$ cat src/rtl/window_accum_pkg.sv
// window_accum_pkg: operand select and overflow mode encodings shared by the windowed accumulator
package window_accum_pkg;
    localparam logic [1:0] SEL_D1   = 2'b00;
    localparam logic [1:0] SEL_SUM  = 2'b01;
    localparam logic [1:0] SEL_D2   = 2'b10;
    localparam logic [1:0] SEL_ZERO = 2'b11;
    localparam logic MODE_WRAP = 1'b0;
    localparam logic MODE_SAT  = 1'b1;
    function automatic int cnt_width(int n);
        return n > 1 ? $clog2(n) : 1;
    endfunction
endpackage

$ cat src/rtl/accum_operand_mux.sv
// accum_operand_mux: selects data1, data1+data2, data2 or zero as a lossless NB_INPUT+1 bit operand
module accum_operand_mux
    import window_accum_pkg::*;
#(
    parameter int NB_INPUT = 3
) (
    input  logic [NB_INPUT-1:0] i_data1,
    input  logic [NB_INPUT-1:0] i_data2,
    input  logic [1:0]          i_sel,
    output logic [NB_INPUT:0]   o_operand
);
    always_comb
        o_operand = i_sel == SEL_D1  ? {1'b0, i_data1} :
                    i_sel == SEL_SUM ? {1'b0, i_data1} + {1'b0, i_data2} :
                    i_sel == SEL_D2  ? {1'b0, i_data2} : '0;
endmodule

$ cat src/rtl/window_accum.sv
// window_accum: sums N_SAMPLES valid operands per window, wrap or saturate on carry,
// and publishes the total with a one-cycle valid pulse and a sticky window overflow flag
module window_accum
    import window_accum_pkg::*;
#(
    parameter int NB_INPUT  = 3,
    parameter int NB_ACC    = 8,
    parameter int N_SAMPLES = 4
) (
    input  logic                                clock,
    input  logic                                i_reset,
    input  logic [NB_INPUT-1:0]                 i_data1,
    input  logic [NB_INPUT-1:0]                 i_data2,
    input  logic [1:0]                          i_sel,
    input  logic                                i_valid,
    input  logic                                i_clear,
    input  logic                                i_mode,
    output logic [NB_ACC-1:0]                   o_data,
    output logic                                o_valid,
    output logic                                o_overflow,
    output logic [cnt_width(N_SAMPLES)-1:0]     o_count
);
    localparam int NB_CNT = cnt_width(N_SAMPLES);

    logic [NB_ACC-1:0] acc;
    logic [NB_CNT-1:0] count;
    logic              window_ovf;
    logic [NB_INPUT:0] operand;
    logic [NB_ACC:0]   sum;
    logic              carry;
    logic [NB_ACC-1:0] next_acc;
    logic              last;

    accum_operand_mux #(.NB_INPUT(NB_INPUT)) u_mux (
        .i_data1  (i_data1),
        .i_data2  (i_data2),
        .i_sel    (i_sel),
        .o_operand(operand)
    );

    assign sum      = {1'b0, acc} + {{(NB_ACC-NB_INPUT){1'b0}}, operand};
    assign carry    = sum[NB_ACC];
    assign next_acc = (carry && i_mode == MODE_SAT) ? '1 : sum[NB_ACC-1:0];
    assign last     = count == NB_CNT'(N_SAMPLES - 1);
    assign o_count  = count;

    always_ff @(posedge clock or negedge i_reset) begin
        if (!i_reset) begin
            acc        <= '0;
            count      <= '0;
            window_ovf <= 1'b0;
            o_data     <= '0;
            o_valid    <= 1'b0;
            o_overflow <= 1'b0;
        end else begin
            o_valid <= 1'b0;
            if (i_clear) begin
                acc        <= '0;
                count      <= '0;
                window_ovf <= 1'b0;
            end else if (i_valid && last) begin
                o_data     <= next_acc;
                o_overflow <= window_ovf | carry;
                o_valid    <= 1'b1;
                acc        <= '0;
                count      <= '0;
                window_ovf <= 1'b0;
            end else if (i_valid) begin
                acc        <= next_acc;
                count      <= count + NB_CNT'(1);
                window_ovf <= window_ovf | carry;
            end
        end
    end
endmodule

$ cat config.mk
export PLATFORM = sky130hd
export DESIGN_NAME = window_accum
export DESIGN_NICKNAME = d
export VERILOG_FILES = /design/src/rtl/window_accum_pkg.sv /design/src/rtl/accum_operand_mux.sv /design/src/rtl/window_accum.sv
export SDC_FILE = /design/constraint.sdc
export NUM_CORES = 1
export LEC_CHECK = 0
export CORE_MARGIN = 2
export CORE_UTILIZATION = 55
export DETAILED_ROUTE_END_ITERATION = 7
export GPL_TIMING_DRIVEN = 0
export PLACE_DENSITY_LB_ADDON = 0.15
export SYNTH_ARGS = -nofsm -noshare
export SYNTH_HDL_FRONTEND = slang
export SYNTH_HIERARCHICAL = 1
export SYNTH_SLANG_ARGS = --single-unit
export TNS_END_PERCENT = 30
$ cat constraint.sdc
create_clock -name clock -period 3.2 [get_ports clock]
set_input_delay 0.48 -clock clock [delete_from_list [all_inputs] [get_ports clock]]
set_output_delay 0.48 -clock clock [all_outputs]
set_load 0.05 [all_outputs]
==> results of run 1 <==
## metrics by stage
step	utilization	instance area (sq um)
after floorplan	-	1310
after global placement	0.699	1560
after detailed placement	0.699	1560
after CTS	0.728	1630
after global routing	0.736	1640
final	0.736	1640
## Yosys cell counts (3+ instances only)
library cell / n
a211oi_1: 3
nand3b_1: 3
dfrtp_1: 21
a21oi_1: 15
ha_1: 8
nand2_1: 11
o21ai_0: 6
a31oi_1: 4
clkbuf_1: 3
xnor2_1: 3
nor2_1: 18
inv_1: 7
## layout make-up
cell class | instances | area share
multi-input cells | 107 | 0.469
flip-flops and latches | 21 | 0.320
repair buffers | 23 | 0.142
well taps | 28 | 0.0213
plain buffers | 5 | 0.0167
clock buffers | 4 | 0.0160
inverters | 7 | 0.0160
## power by group through the flow
stage	clock [W]	sequential [W]	combinational [W]
floorplan	0	0.000405	0.0000897
global placement	0	0.000317	0.000260
detailed placement	0	0.000320	0.000267
CTS	0.000131	0.000315	0.000275
global route	0.000137	0.000318	0.000304
finish	0.000124	0.000315	0.000279
## sequential cells by signal (all words and copies together) (netlist names)
register	cells
acc	8
o_data	8
o_count	2
o_overflow	1
o_valid	1
window_ovf	1
## timing repair
| action | CTS | global route |
|---|---|---|
| gates resized for setup | 6 | 4 |
| pin swaps | 4 | 5 |
| endpoints found under the setup margin | 12 | 11 |
| setup buffers | 1 | 0 |
## metal layers
metal	vias to the layer above	track usage	part of all wire	routed length [um]
met3	5	0.0629	0.045	124
li1	558	-	-	-
met5	-	0	0	0
met4	0	0.0684	0.0098	27
met1	542	0.283	0.44	1230
met2	27	0.421	0.50	1390
## tightest hold or removal path, cell delays in order (launching register included)
cell     delay (ns)
dfrtp_1        0.38
nand2_1        0.05
o21ai_0        0.06
## final timing paths
check / start / to / cells past startpoint
worst max-delay path: i_data1[1] / acc[5]$_DFFE_PN0P_ / 11
worst min-delay path: acc[2]$_DFFE_PN0P_ / acc[2]$_DFFE_PN0P_ / 2
worst max register to register: acc[0]$_DFFE_PN0P_ / o_data[7]$_DFFE_PN0P_ / 7
worst min register to register: acc[2]$_DFFE_PN0P_ / acc[2]$_DFFE_PN0P_ / 2
max in group asynchronous: i_reset / o_valid$_DFF_PN0_ / 1
min in group asynchronous: i_reset / acc[4]$_DFFE_PN0P_ / 1
## kinds of logic after synthesis
family / Yosys count / share of synthesized area
AND/OR/NAND/NOR: 45 / 0.165
AO/OA/AOI/OAI: 44 / 0.226
flip-flops: 21 / 0.403
buffers and inverters: 12 / 0.0412
adder cells (fa/ha/maj): 10 / 0.107
XOR/XNOR: 5 / 0.0336
multiplexers: 3 / 0.0240
==> results.json, run 1 <==
{
  "outcome": "complete, no violations",
  "numCtsBuffers": 3,
  "cpPeakStageDelay_ns": 0.50,
  "drt-initial-drc-count": 15,
  "synth_edf_count": 0,
  "path_class": "in2reg",
  "p_total_w": 0.000717,
  "internal_power_w": 0.000449,
  "via_count": 1132,
  "core-area_sq_mm": 0.00223,
  "setup_slack_ns": 0.174,
  "htreeDepth": 1,
  "ys_async_sr_fraction": 1.00,
  "regArea_sq_um": 526,
  "final_common_cell": "dfrtp_1",
  "io_buffers": 22,
  "maxCapViolCount": 0,
  "clock_skew_ns": 0.00860,
  "dpl.cell_count": 190,
  "maxSlewViolCount": 0,
  "clkSinkCount": 21,
  "dpl.hpwl_um": 2040,
  "holdWs_ns": 0.523,
  "grt_max_degree": 22,
  "setup_viol": 0,
  "ant_nets": 0,
  "drive_above_1_share": 0.120,
  "finalCriticalPeriod_ns": 3.03,
  "synthesis.area_sq_mm": 0.00131,
  "grt_pass1_vias": 1159,
  "area_growth_pct": 26.0,
  "routed_wl_um": 2770,
  "crit_arrival_ns": 3.26,
  "cp_cell_sequence": "clkdlybuf4s50_1 > inv_1 > fa_1 > and2_4 > o32ai_4 > fa_2 > a21o_4 > a21oi_4 > or3_4 > a31o_1 > a211oi_2",
  "hold_class": "reg2reg",
  "wl_per_cell_um": 14.2,
  "power.density_mw_per_mm2": 436,
  "post-route-period-util": 0.946,
  "drtPass1Iterations": 4,
  "slew_headroom": 0.390,
  "rsz0062_at_grt": "false",
  "final_cell_mix": "dfrtp_1, clkdlybuf4s50_1, nor2_1",
  "start_util": 0.584,
  "route.detailed.drc": 0,
  "syn_inst": 140,
  "path_delay_family": "compound AO/OA/AOI/OAI gates",
  "cts_root_buf": "clkbuf_4",
  "syn_avg_cell_area_sq_um": 9.32,
  "path_buf_inv": 2,
  "leakage_nw": 0.735,
  "cp_data_required_time_ns": 3.43,
  "cts_tree": "done",
  "synth.area.top_cells": "dfrtp_1, ha_1, a21oi_1, nor2_1, nand2_1",
  "antenna_found_initial": 0,
  "ys_ff_latch": 21,
  "p_seq_frac": 0.439,
  "multiInputGateArea_sq_um": 771,
  "yosys_warnings": 6,
  "die_w_um": 52.7,
  "end_kind": "flop",
  "tns_ns": 0,
  "synth_nets": 163,
  "max_slew.worst_pin.slew_ns": 0.912,
  "r2r_slack_ns": 1.11,
  "p_clk_frac": 0.173,
  "crit_path_start_kind": "input pin",
  "clock_latency_ns": 0.30,
  "critPathSlowestCell": "clkdlybuf4s50_1",
  "pre_cts_ws_ns": -0.560,
  "ys_seq_area_frac": 0.403,
  "holdBufCountCts": 0,
  "synth_top_area_cell": "dfrtp_1",
  "grt_overflow": 0,
  "hold_viol": 0,
  "grt_pass1_wl_um": 4890,
  "switchingPower_w": 0.000268,
  "cp_max_fo": 6,
  "vias_per_cell": 5.81,
  "fmax_mhz": 330,
  "synthFlopType": "dfrtp_1",
  "synth_top_cell_area_share": 0.403,
  "switching_share": 0.374,
  "place_congestion": 0.914,
  "nets": 191,
  "track_usage": 0.239,
  "fillers": 166,
  "combPwrFrac": 0.389,
  "diodes": 0,
  "die-area_sq_mm": 0.00278,
  "clock_path_buffers": 2,
  "placementRows": 17,
  "ir_drop_v": 0.000327,
  "clk_pin_slew_worst_paths_ns": 0.11,
  "yosysUniqueCellTypes": 41,
  "instances_no_fill": 195,
  "die_y_um": 52.7,
  "io_pins": 25
}
No activity file was read; power rests on OpenSTA's default activity.
==> run 2, diff against run 1 <==
--- a/config.mk
+++ b/config.mk
@@ -5,6 +5,7 @@
 export SDC_FILE = /design/constraint.sdc
 export NUM_CORES = 1
 export LEC_CHECK = 0
+export ABC_CLOCK_PERIOD_IN_PS = 3200
 export CORE_MARGIN = 2
 export CORE_UTILIZATION = 55
 export DETAILED_ROUTE_END_ITERATION = 7
==> results of run 2 <==
No change in the layout: final DEF, timing and power equal those of run 1.
